--- config.mk ---
export PLATFORM = sky130hd
export DESIGN_NAME = prog_dispatch
export DESIGN_NICKNAME = d
export VERILOG_FILES = /design/src/rtl/prog_dispatch.sv
export SDC_FILE = /design/constraint.sdc
export NUM_CORES = 1
export LEC_CHECK = 0
export CORE_ASPECT_RATIO = 1.5
export CORE_UTILIZATION = 55
export DETAILED_ROUTE_END_ITERATION = 10
export PLACE_DENSITY = 0.85
export SYNTH_ARGS = -nofsm -noshare
export SYNTH_HDL_FRONTEND = slang
export SYNTH_SLANG_ARGS = --single-unit
export TNS_END_PERCENT = 5
--- constraint.sdc ---
create_clock -name clk -period 6.92 [get_ports clk]
set_input_delay 0.692 -clock clk [delete_from_list [all_inputs] [get_ports clk]]
set_output_delay 0.692 -clock clk [all_outputs]
set_load 0.005 [all_outputs]
--- src/rtl/prog_dispatch.sv ---
// Program dispatcher: queues up to two {prog, arg1, arg2} requests and sequences
// each one through launch, run and completion by watching the processor's fetch address.
module prog_dispatch #(
  parameter int TIMEOUT  = 1024,
  parameter int MAX_PROG = 5
) (
  input  logic        clk,
  input  logic        reset,
  input  logic        req_valid,
  input  logic [2:0]  req_prog,
  input  logic [31:0] req_arg1,
  input  logic [31:0] req_arg2,
  output logic        req_ready,
  input  logic [31:0] cpu_pc,
  output logic [31:0] sel_out,
  output logic [31:0] in1_out,
  output logic [31:0] in2_out,
  output logic        busy,
  output logic        done,
  output logic        err
);

  typedef enum logic [2:0] {IDLE, LAUNCH, RUN, DONE, ERR} state_t;

  localparam logic [15:0] TMO_LAST = 16'(TIMEOUT - 1);

  state_t      state_reg;
  logic [15:0] cnt_reg;

  logic [66:0] entry_reg [2];
  logic        wr_ptr_reg;
  logic        rd_ptr_reg;
  logic [1:0]  count_reg;

  logic        push;
  logic        pop;
  logic [66:0] head;
  logic [2:0]  head_prog;
  logic        head_valid_id;
  logic        timeout_hit;

  assign req_ready     = (count_reg != 2'd2);
  assign push          = req_valid && req_ready;
  assign pop           = (state_reg == IDLE) && (count_reg != 2'd0);
  assign head          = entry_reg[rd_ptr_reg];
  assign head_prog     = head[66:64];
  assign head_valid_id = (head_prog != 3'd0) && (32'(head_prog) <= 32'(MAX_PROG));
  assign timeout_hit   = (cnt_reg == TMO_LAST);

  always_ff @(posedge clk) begin
    if (push) begin
      entry_reg[wr_ptr_reg] <= {req_prog, req_arg1, req_arg2};
    end
  end

  always_ff @(posedge clk or posedge reset) begin
    if (reset) begin
      wr_ptr_reg <= 1'b0;
      rd_ptr_reg <= 1'b0;
      count_reg  <= 2'd0;
    end else begin
      if (push) wr_ptr_reg <= ~wr_ptr_reg;
      if (pop)  rd_ptr_reg <= ~rd_ptr_reg;
      case ({push, pop})
        2'b10:   count_reg <= count_reg + 2'd1;
        2'b01:   count_reg <= count_reg - 2'd1;
        default: count_reg <= count_reg;
      endcase
    end
  end

  // A completion condition seen on the timeout cycle wins over the abort.
  always_ff @(posedge clk or posedge reset) begin
    if (reset) begin
      state_reg <= IDLE;
      cnt_reg   <= 16'd0;
      sel_out   <= 32'd0;
      in1_out   <= 32'd0;
      in2_out   <= 32'd0;
      busy      <= 1'b0;
      done      <= 1'b0;
      err       <= 1'b0;
    end else begin
      case (state_reg)
        IDLE: begin
          if (pop) begin
            if (head_valid_id) begin
              state_reg <= LAUNCH;
              cnt_reg   <= 16'd0;
              sel_out   <= {29'd0, head_prog};
              in1_out   <= head[63:32];
              in2_out   <= head[31:0];
              busy      <= 1'b1;
            end else begin
              state_reg <= ERR;
              sel_out   <= 32'd0;
              err       <= 1'b1;
            end
          end
        end
        LAUNCH: begin
          if (cpu_pc != 32'd0) begin
            state_reg <= RUN;
            sel_out   <= 32'd0;
            cnt_reg   <= cnt_reg + 16'd1;
          end else if (timeout_hit) begin
            state_reg <= ERR;
            sel_out   <= 32'd0;
            busy      <= 1'b0;
            err       <= 1'b1;
          end else begin
            cnt_reg <= cnt_reg + 16'd1;
          end
        end
        RUN: begin
          if (cpu_pc == 32'd0) begin
            state_reg <= DONE;
            done      <= 1'b1;
          end else if (timeout_hit) begin
            state_reg <= ERR;
            sel_out   <= 32'd0;
            busy      <= 1'b0;
            err       <= 1'b1;
          end else begin
            cnt_reg <= cnt_reg + 16'd1;
          end
        end
        DONE: begin
          state_reg <= IDLE;
          done      <= 1'b0;
          busy      <= 1'b0;
        end
        ERR: begin
          state_reg <= IDLE;
          err       <= 1'b0;
        end
        default: begin
          state_reg <= IDLE;
          busy      <= 1'b0;
          done      <= 1'b0;
          err       <= 1'b0;
        end
      endcase
    end
  end

endmodule

# ---- Word-level counts from Yosys, hierarchy flattened
# Memories as Yosys holds them, arrays and structs flattened.
# Index checks and enable logic that the tools add are counted.
dict set report word_totals {
  register_bits 122
  ramBits 134
  input_bits 102
  out_inout_bits 100
  elab_cells 87
  n_memories 1
}
# memory words width read_ports rd_ports_with_merged_regs write_ports line
set mem_list {}
lappend mem_list {entry_reg 2 67 1 0 1 30} ;# logic [66:0] entry_reg [2];
dict set report op_classes {
  addsub 3
  order_cmp 1
  eq_ne 14
  n_mux 35
  bitwise_logic 5
  reduce_logical 17
}
# op n
set ops {}
lappend ops {{$mux W32} 4}
lappend ops {{$pmux W32 S3} 1}
lappend ops {{$mux W16} 5}
lappend ops {{$pmux W16 S3} 1}
lappend ops {{$logic_not A32 Y1} 1}
lappend ops {{$reduce_bool A32 Y1} 1}
lappend ops {{$mux W3} 6}
lappend ops {{$add A16 B1 Y16 const B} 1}
lappend ops {{$eq A16 B10 Y1 const B} 1}
lappend ops {{$ne A2 B2 Y1 const B} 7}
lappend ops {{$mux W1} 13}
lappend ops {{$reduce_and A5 Y1} 2}
lappend ops {{$pmux W3 S3} 1}
lappend ops {{$pmux W1 S4} 2}
lappend ops {{$eq A3 B2 Y1 const B} 2}
lappend ops {{$reduce_and A3 Y1} 2}
lappend ops {{$reduce_bool A3 Y1} 2}
lappend ops {{$not A1 Y1} 5}
lappend ops {{$pmux W2 S2} 1}
lappend ops {{$reduce_and A4 Y1} 1}
lappend ops {{$reduce_bool A2 Y1} 2}
lappend ops {{$eq A3 B1 Y1 const B} 1}
lappend ops {{$eq A3 B3 Y1 const B} 1}
lappend ops {{$le A3 B3 Y1 const B} 1}
lappend ops {{9 further kinds} 11}

# ---- Depth between registers and ports, before layout
# An unclocked memory read counts as a cell.
dict set report logic_depth {
  depth_word 6
  mapped_depth 9
  mapped_depth_nobuf 7
}

# ---- Worst setup path after synthesis
# No wires, ideal clock.
dict set report synth_timing {
  kind {input -> register}
  startpoint {in req_valid}
  endpoint {mem entry_reg[0][0] (enable)}
  setup_time_ns 0.492
  t_arrival_ns 3.586
  required_time_ns 6.428
  setup_slack_ns 2.841
  cell_stages 2
  path_buffers 0
  cell_sequence {nand2_1 nor2_1}
}
dict set report synth_between {
  elab_chain_cells 3
}
# element line
set synth_rtl {}
lappend synth_rtl {{start, declared} 9} ;# input logic req_valid,
lappend synth_rtl {{$logic_and A1 B1 Y1} 43} ;# assign push = req_valid && req_ready;
lappend synth_rtl {{$mux W1} 51} ;# if (push) begin
lappend synth_rtl {{$mux W1 (implied by the code)} 52} ;# entry_reg[wr_ptr_reg] <= {req_prog, req_arg1, req_arg2};
lappend synth_rtl {{end, declared} 30}
# No other way between the ends.

# ---- Worst setup path in the final report
dict set report layout_timing {
  startpoint {reg state_reg[0]}
  endpoint {reg in2_out[26]}
}
dict set report layout_between {
  elab_chain_cells 3
}
# element line
set layout_rtl {}
lappend layout_rtl {{start, declared} 27} ;# state_t state_reg;
lappend layout_rtl {{start signal, assigned} 75} ;# state_reg <= IDLE;
lappend layout_rtl {{start signal, assigned} 88} ;# state_reg <= LAUNCH;
lappend layout_rtl {{start signal, assigned} 95} ;# state_reg <= ERR;
lappend layout_rtl {{$logic_not A3 Y1} 44} ;# assign pop = (state_reg == IDLE) && (count_reg != 2'd0);
lappend layout_rtl {{$logic_and A1 B1 Y1} 44}
lappend layout_rtl {{via pop} 36} ;# logic pop;
lappend layout_rtl {{$reduce_and A3 Y1 (no line)} --}
lappend layout_rtl {{end signal, assigned} 92} ;# in2_out <= head[31:0];
lappend layout_rtl {{end, declared} 17} ;# output logic [31:0] in2_out,
# The timed path passes the listed nets, and every way through them passes these cells.
# A chain may end at the register's enable or synchronous reset.

==> results.yml <==
drt:
  final_antenna_net_count: 0
  wl_per_cell_um: 18.91
  route.met2.wl_um: 10820
  vias: 6231
  vias_per_cell: 5.649
  drt-initial-drc-count: 446
  wl_met3_um: 1275
  drt_wl_total_um: 20860
  first_pass_iters: 4
  top_layer_used: "met4"
  drc: 0
  wl_met1_um: 8035
worst_setup_path:
  worst_path_most_repeated_cell: "o21ai_0"
  crit_buf_inv: 2
  reg2reg_to: "in2_out[26]$_DFFE_PP0P_"
  worstSetupStartpoint: "state_reg[0]$_DFFE_PP0P_"
  crit_chain: "nor3_1 -> o21ai_0 -> inv_1 -> nand3_4 -> buf_4 -> nand2_1 -> o21ai_0"
  slowest_delay_ps: 550
  crit_family: "simple AND/OR/NAND/NOR gates"
  cp.depth: 7
  start_kind: "flip-flop"
  worst_ep_required_time_ps: 7270
  worst-r2r-cell-count: 7
  arrival_ps: 3310
  r2r-start: "state_reg[0]$_DFFE_PP0P_"
  path_class: "flip-flop to flip-flop"
  crit_slowest_cell: "dfrtp_1"
  path_max_fanout: 75
  endpoint_kind: "flip-flop"
  r2r_slack_ps: 3960
placed_design:
  dp_worst_setup_slack_ps: 3886
  placed_cell_area_um2: 11930
  place.detailed.hpwl_um: 13690
  gp_congestion: 0.9118
  portBuffers: 201
yosys:
  synth_top_cell_by_area: "edfxtp_1"
  ys.flop_type: "edfxtp_1"
  synth_area_um2: 9768
  syn_inst: 676
  synth_cell_types: 64
  syn_nets: 780
  ys_ff_latch: 256
  yosysWarnings: 0
  synth_edf_count: 134
  async_reset_ff_share_pct: 47.66
  ys_seq_area_share_pct: 72.45
  synth_area_leaders: "edfxtp_1 (41%), dfrtp_1 (31%), mux2i_1 (6.9%)"
  synth_top_area_share_pct: 41.19
  syn_area_per_cell_um2: 14.45
sta:
  finalWorstSetupSlack_ps: 3962
  finalSetupViolCount: 0
  finalCriticalPeriod_ps: 2958
  finalMaxSlewViolations: 0
  period_share_pct: 42.75
  relSlewSlack_pct: 21.67
  hold_viol_final: 0
  worst_pin_slew_ps: 1175
  grt_setup_unrepaired: "false"
  fin_hold_ws_ps: 479.6
  final.setup.tns_ps: 0
  max_clock_freq_ghz: 0.3380
  skew_ps: 16.78
floorplan:
  rows: 59
  die_area_um2: 18310
  io-pin-count: 202
  die_h_um: 165.2
  initial_core_util_pct: 56.31
  die_w_um: 110.8
  coreArea_um2: 17350
clock_tree:
  ctsResizeCount: 0
  ctsHoldBuffers: 0
  cts_buffer_depth: 3
  cts_inserted_buffers: 24
  insertion_delay_ps: 520
  root_buffer: "clkbuf_16"
  path_clk_slew_ps: 60
  postCtsSetupRepairBufs: 0
  cts_tree: "yes"
  cts_sinks: 256
  htreeDepth: 1
global_route:
  antenna_found_initial: 0
  grt_max_degree: 76
  gr-total-overflow: 0
  grt_use_total_pct: 23.03
  grt_pass1_wl_um: 33230
  grt_pass1_vias: 6592
pwr:
  p_leak_nw: 5.143
  powerDensity_nw_per_um2: 413.0
  ir_drop_mv: 0.2446
finish:
  syn_to_final_growth_pct: 30.24
  nNetsFinal: 976
  drive_above_1_share_pct: 7.640
  antenna_cells: 0
  fillers: 1044
  largest_reg_flops: 134
  final_area_um2: 12720
run_status:
  outcome: "completed"
min_path:
  min_to: "in1_out[27]$_DFFE_PP0P_"
  min_path_cells: 2
  hold_class: "flip-flop to flip-flop"
  hp-start: "in1_out[27]$_DFFE_PP0P_"
run:
  cap_violations: 0
-- kinds of logic (layout without fill, tap and decap cells) --
| logic type | count (synthesis) | after routing | synth area share [%] |
|---|---|---|---|
| adder cells (fa/ha/maj) | 2 | 2 | 0.2561 |
| AND/OR/NAND/NOR | 178 | 178 | 9.517 |
| buffers and inverters | 43 | 257 | 2.216 |
| multiplexers | 69 | 69 | 7.211 |
| flip-flops | 256 | 256 | 72.45 |
| AO/OA/AOI/OAI | 123 | 123 | 7.903 |
| XOR/XNOR | 5 | 5 | 0.4483 |
-- tightest hold or removal path, delay by kind of cell, from the launching register on --
| family | cells | cell delay (ps) |
|---|---|---|
| AOI/OAI and AO/OA | 1 | 60 |
| DFF | 1 | 340 |
| and+or+nand+nor | 1 | 50 |
-- Yosys cell counts (3+ instances only) --
library cell / count
edfxtp_1: 134
dfrtp_1: 122
nand2_1: 75
o21ai_0: 71
mux2i_1: 67
and3_1: 35
clkbuf_1: 19
nor2_1: 12
nand3_1: 10
nor4_1: 9
a31oi_1: 8
buf_2: 8
inv_1: 8
nand2b_1: 7
a21oi_1: 6
a21oi_2: 5
buf_6: 5
nor3_1: 5
o21ai_1: 5
a21o_1: 4
nand4_1: 4
xnor2_1: 4
and2_1: 3
o2bb2ai_1: 3
-- layout by cell type (no fill, tap or decap), types with 3 or more instances in the layout --
cell type	instances
a31oi_1	8
o21ai_0	71
nand3_1	9
nand2b_1	7
and3_1	34
nand2_1	75
edfxtp_1	134
nor3_1	5
mux2i_1	67
o2bb2ai_1	3
clkinv_1	6
clkbuf_16	24
clkdlybuf4s50_1	201
clkinvlp_4	3
clkinv_2	3
inv_1	7
bufinv_16	3
buf_4	4
a21o_1	4
nand4_1	4
nor4_1	9
dfrtp_1	121
and2_1	3
a21oi_1	5
xnor2_1	4
nor2_1	11
a21oi_2	6
o21ai_1	5
-- how the worst max path moves through the flow --
stage | end | slack (ps)
floorplan | entry_reg[0][0]$_DFFE_PP_ | 2840
global placement | cnt_reg[4]$_DFFE_PP0P_ | 3980
detailed placement | cnt_reg[15]$_DFFE_PP0P_ | 3890
CTS | in1_out[1]$_DFFE_PP0P_ | 3970
global route | in2_out[26]$_DFFE_PP0P_ | 3680
finish | in2_out[26]$_DFFE_PP0P_ | 3960
-- power breakdown --
group | switching (mW) | total [mW] | internal, mW
registers | 0.268 | 2.32 | 2.06
clock network | 0.553 | 1.32 | 0.762
logic | 0.864 | 1.61 | 0.750
-- metrics by stage --
stage	std cells	utilization, %	power (mW)
finish	1103	73.34	5.254
global route	1103	73.34	5.545
CTS	1103	73.34	5.288
detailed placement	1059	68.74	3.966
global placement	1059	68.74	3.881
floorplan	676	-	3.249
-- area by class of cell --
class | instances | area (µm²) | area share [%]
clock buffer | 27 | 621.8 | 4.888
timing repair buffer | 205 | 2042 | 16.05
multi-input combinational | 377 | 2504 | 19.68
inverter | 8 | 32.53 | 0.2557
clock inverter | 17 | 175.2 | 1.377
sequential | 256 | 7081 | 55.65
tap | 213 | 266.5 | 2.095
-- routing by layer --
| layer | vias up | GRT usage [%] |
|---|---|---|
| met5 | - | 0 |
| met4 | 0 | 9.576 |
| met3 | 51 | 4.927 |
| met2 | 239 | 40.20 |
| met1 | 3055 | 27.94 |
| li1 | 2886 | - |
Note: power is estimated with default switching activity, not from simulation.
==> RTL change 1, RTL diff (same settings) <==
Reset style: synchronous (`reset`), changed in 2 clocked blocks.
--- a/src/rtl/prog_dispatch.sv
+++ b/src/rtl/prog_dispatch.sv
@@ -53,7 +53,7 @@
     end
   end
 
-  always_ff @(posedge clk or posedge reset) begin
+  always_ff @(posedge clk) begin
     if (reset) begin
       wr_ptr_reg <= 1'b0;
       rd_ptr_reg <= 1'b0;
@@ -70,7 +70,7 @@
   end
 
   // A completion condition seen on the timeout cycle wins over the abort.
-  always_ff @(posedge clk or posedge reset) begin
+  always_ff @(posedge clk) begin
     if (reset) begin
       state_reg <= IDLE;
       cnt_reg   <= 16'd0;
Behaviour: differs if reset is asserted again (counterexample within 4 cycles, from zero or initial values and one cycle with reset high); with reset held inactive, the same outputs for 4 cycles.
==> RTL change 1 against the unedited design <==
Total power is 4.5% lower; cell area is 3.1% lower; core utilization is 0.19 points higher; synthesized cell count is 6.4% higher; sequential cell count is 1 higher; setup slack worse by 0.21 ns; wire length is 4.6% lower; area after synthesis is 3.5% lower; largest power group unchanged.
==> RTL change 1: results (changes against the unedited design) <==
Status
  – Status: finished, final reports clean (unchanged)

Drt
  – Wire length on met1: 7466 microns (was 8035 microns)
  – Met2 routed WL: 10560 microns (was 10820 microns)
  – Routed vias/inst: 5.569 (was 5.649)
  – DR WL/cell: 17.54 microns (was 18.91 microns)

Global route
  – Met2 usage: 40.65% (was 40.20%)
  – Largest net degree at the start of global routing: 86 (was 76)
  – GR Layer Usage met3: 4.494% (was 4.927%)
  – Overall Global Routing Usage: 22.76% (was 23.03%)
  – Met1 Usage GRT: 25.71% (was 27.94%)

Power and ir drop
  – Leakage: 4.173 nW (was 5.143 nW)
  – Clock Power: 1.26 mW (was 1.32 mW)
  – Net Sw Frac: 31.46% (was 32.08%)

Worst setup path
  – CP max FO: 66 (was 75)
  – Flop-to-flop setup slack: 3.75 ns (was 3.96 ns)
  – R2R depth: 8 (was 7)

Final layout
  – Non-Filler Instances: 1134 (was 1103)
  – Layout cell share with drive strength beyond 1: 5.844% (was 7.640%)

Yosys
  – Seq/Total Area, Yosys: 68.84% (was 72.45%)
  – Count of different cell masters after synthesis: 56 (was 64)
  – Compound-gate portion of the synthesized area: 9.680% (was 7.903%)
  – Synth Net Count: 823 (was 780)

Place
  – Inst Count DP: 1090 (was 1059)

Min path
  – Hold Path Stages: 1 (was 2)
  – Hold Path End: sel_out[3] (was in1_out[27])

Timing
  – Skew final: 0.01157 ns (was 0.01678 ns)
  – Max-slew headroom: 33.39% (was 21.67%)
RTL change 1: changes by cell type after synthesis, sizes merged, moves of 5 or more:
cell / before / now
o21ai: 76 / 10
dfrtp: 122 / 0
clkbuf: 19 / 29
a21oi: 11 / 22
a211oi: 2 / 67
a31oi: 8 / 0
dfxtp: 0 / 123
and3: 35 / 6
nand2: 76 / 26
or4: 2 / 7
nor2: 13 / 83
and2: 3 / 30
RTL change 1: worst max-delay path by stage:
stage | start | end | cells past startpoint
2_1_floorplan | req_valid | entry_reg[0][0] | 2
3_3_place_gp | cpu_pc[17] | sel_out[22] | 7
3_5_place_dp | cpu_pc[25] | sel_out[12] | 7
4_1_cts | state_reg[0] | cnt_reg[6] | 8
5_1_grt | state_reg[0] | cnt_reg[6] | 8
6_report | state_reg[0] | cnt_reg[6] | 8
RTL change 1: final cells by class:
type,instances,area share [%]
inverters,4,0.1218
multi-input cells,414,22.29
clock buffers,34,5.512
flip-flops and latches,257,52.65
clock inverters,10,0.7613
well taps,210,2.132
repair buffers,205,16.53
==> RTL change 2, RTL diff (same settings) <==
Without the edit above. Set the parameter `TIMEOUT` to 768 (it was 1024).
--- a/src/rtl/prog_dispatch.sv
+++ b/src/rtl/prog_dispatch.sv
@@ -1,7 +1,7 @@
 // Program dispatcher: queues up to two {prog, arg1, arg2} requests and sequences
 // each one through launch, run and completion by watching the processor's fetch address.
 module prog_dispatch #(
-  parameter int TIMEOUT  = 1024,
+  parameter int TIMEOUT  = 768,
   parameter int MAX_PROG = 5
 ) (
   input  logic        clk,
Behaviour: no difference found for any inputs over 4 cycles, from zero or initial values and one cycle with reset high; that may be too few to reach the edited logic, so the function may still have changed.
==> RTL change 2 against the unedited design <==
Worst hold slack lost 0.0036 ns; area after synthesis shrank 1.2%; critical path type unchanged; non-clock buffer count grew 2; wire length shrank 7.1%; setup slack lost 0.14 ns; first-iteration DRC count shrank 29%; total power grew 0.40%; cell area shrank 0.30%; sequential cell count is the same.
==> RTL change 2: results (changes against the unedited design) <==
Drt
  – Routed wire length: 19370 microns (was 20860 microns)
  – 1st-iter DRT viols: 316 (was 446)
  – Vias: 6027 (was 6231)
  – Drt pass-1 iters: 6 (was 4)

Worst setup path
  – R2r endpoint: in1_out[4] (was in2_out[26])
  – R2R depth: 6 (was 7)
  – Delay of the slowest cell on the worst path: 0.74 ns (was 0.55 ns)
  – Slowest-stage cell, CP: buf_4 (was dfrtp_1)
  – CP max FO: 107 (was 75)
  – Flop-to-flop setup slack: 3.82 ns (was 3.96 ns)
  – CP Launch Point: rd_ptr_reg (was state_reg[0])
  – Cell family with most CP delay: buffers and inverters (was simple AND/OR/NAND/NOR gates)

Global route
  – GR Layer Usage met3: 5.040% (was 4.927%)
  – Largest net degree at the start of global routing: 108 (was 76)
  – First-pass GRT wire length: 29630 microns (was 33230 microns)
  – Met2 usage: 39.09% (was 40.20%)
  – Met1 Usage GRT: 24.38% (was 27.94%)
  – Overall Global Routing Usage: 21.55% (was 23.03%)

Place
  – Detailed placement HPWL: 12870 microns (was 13690 microns)
  – GPL Wtd Cong: 0.8239 (was 0.9118)
  – DP Area: 11860 sq um (was 11930 sq um)
  – Pre-CTS setup slack: 3.684 ns (was 3.886 ns)

Power and ir drop
  – IR drop worst, VDD: 0.3466 mV (was 0.2446 mV)
  – Leakage: 5.050 nW (was 5.143 nW)

CTS
  – Clock root buffer master: clkbuf_16 (unchanged)
  – CTS buffer count: 23 (was 24)
  – Maximum clock path buffer count: 3 (unchanged)

Yosys
  – Adder-cell area share of the yosys netlist: 0.2592% (was 0.2562%)
  – Commonest cells post-synth: 134 x edfxtp_1, 122 x dfrtp_1, 80 x o21ai_0 (was 134 x edfxtp_1, 122 x dfrtp_1, 75 x nand2_1)
  – Asr flop ratio synth: 47.66% (unchanged)
  – Compound-gate portion of the synthesized area: 7.684% (was 7.903%)
  – Seq/Total Area, Yosys: 73.29% (was 72.45%)
  – Cell count after synthesis: 678 (was 676)
  – Synth Net Count: 782 (was 780)
  – Post-synthesis mux area share: 7.283% (was 7.211%)
  – Post-Synth XOR/XNOR Area: 0.4535% (was 0.4483%)
  – Synth top area cells: edfxtp_1 42%, dfrtp_1 32%, mux2i_1 7.0%, o21ai_0 4.1%, nand2_1 3.0% (was edfxtp_1 41%, dfrtp_1 31%, mux2i_1 6.9%, o21ai_0 3.6%, nand2_1 2.9%)

Min path
  – Hold Path Origin: in1_out[22] (was in1_out[27])
  – Hold Path End: in1_out[22] (was in1_out[27])

Timing
  – Max-slew headroom: 36.10% (was 21.67%)
  – Hold WS: 0.4761 ns (was 0.4796 ns)
  – Skew final: 0.01398 ns (was 0.01678 ns)

Status
  – Status: finished, final reports clean (unchanged)

Final layout
  – Ant diodes: 0 (unchanged)
  – Filler cell count in the final layout: 1145 (was 1044)
  – Non-Filler Instances: 1108 (was 1103)
  – Layout cell share with drive strength beyond 1: 6.927% (was 7.640%)
  – Nets@finish: 982 (was 976)
-- RTL change 2: changes by cell type in the layout (fill, tap and decap cells not counted), sizes merged, moves of 5 or more --
| cell | before | now |
|---|---|---|
| nand3 | 10 | 5 |
| a21oi | 11 | 18 |
| nor2b | 1 | 29 |
| nor2 | 13 | 29 |
| and3 | 35 | 5 |
| a31oi | 8 | 1 |
| clkbuf | 27 | 32 |
-- RTL change 2: how the worst max path moves through the flow --
| stage | endpoint | slack (ns) | depth (start not counted) |
|---|---|---|---|
| after detailed placement | cnt_reg[11] | 3.68 | 7 |
| final | in1_out[4] | 3.82 | 6 |
| after floorplan | entry_reg[0][0] | 2.84 | 2 |
| after global placement | cnt_reg[9] | 3.76 | 7 |
| after global routing | in2_out[26] | 3.57 | 6 |
| after CTS | in1_out[4] | 3.79 | 6 |
-- RTL change 2: kinds of logic after synthesis --
kind of cell               count (synthesis)
AOI/OAI and AO/OA                        126
xor gates and xnor gates                   5
adders and majority gates                  2
buffers and inverters                     41
DFF                                      256
muxes                                     70
and+or+nand+nor                          178
-- RTL change 2: power breakdown --
group	internal (mW)	switching, mW
Sequential	2.06	0.232
Clock	0.799	0.531
Combinational	0.767	0.886
-- RTL change 2: cell type report --
cell class	count	share of cell area, %
Sequential cell	256	55.83
Clock inverter	10	0.8582
Clock buffer	32	5.623
Timing Repair Buffer	207	16.22
Tap cell	213	2.101
Multi-Input combinational cell	381	19.09
Inverter	9	0.2861
-- RTL change 2: worst min-delay path, stage by stage (launching register included) --
cell and delay (ns):
dfrtp_1 0.34, nand2_1 0.04, o21ai_0 0.05
-- RTL change 2: layer usage --
metal / vias up / part of all wire, %
li1: 2869 / -
met1: 2928 / 38
met2: 196 / 54
met3: 34 / 6.3
met4: 0 / 2.5
met5: - / 0
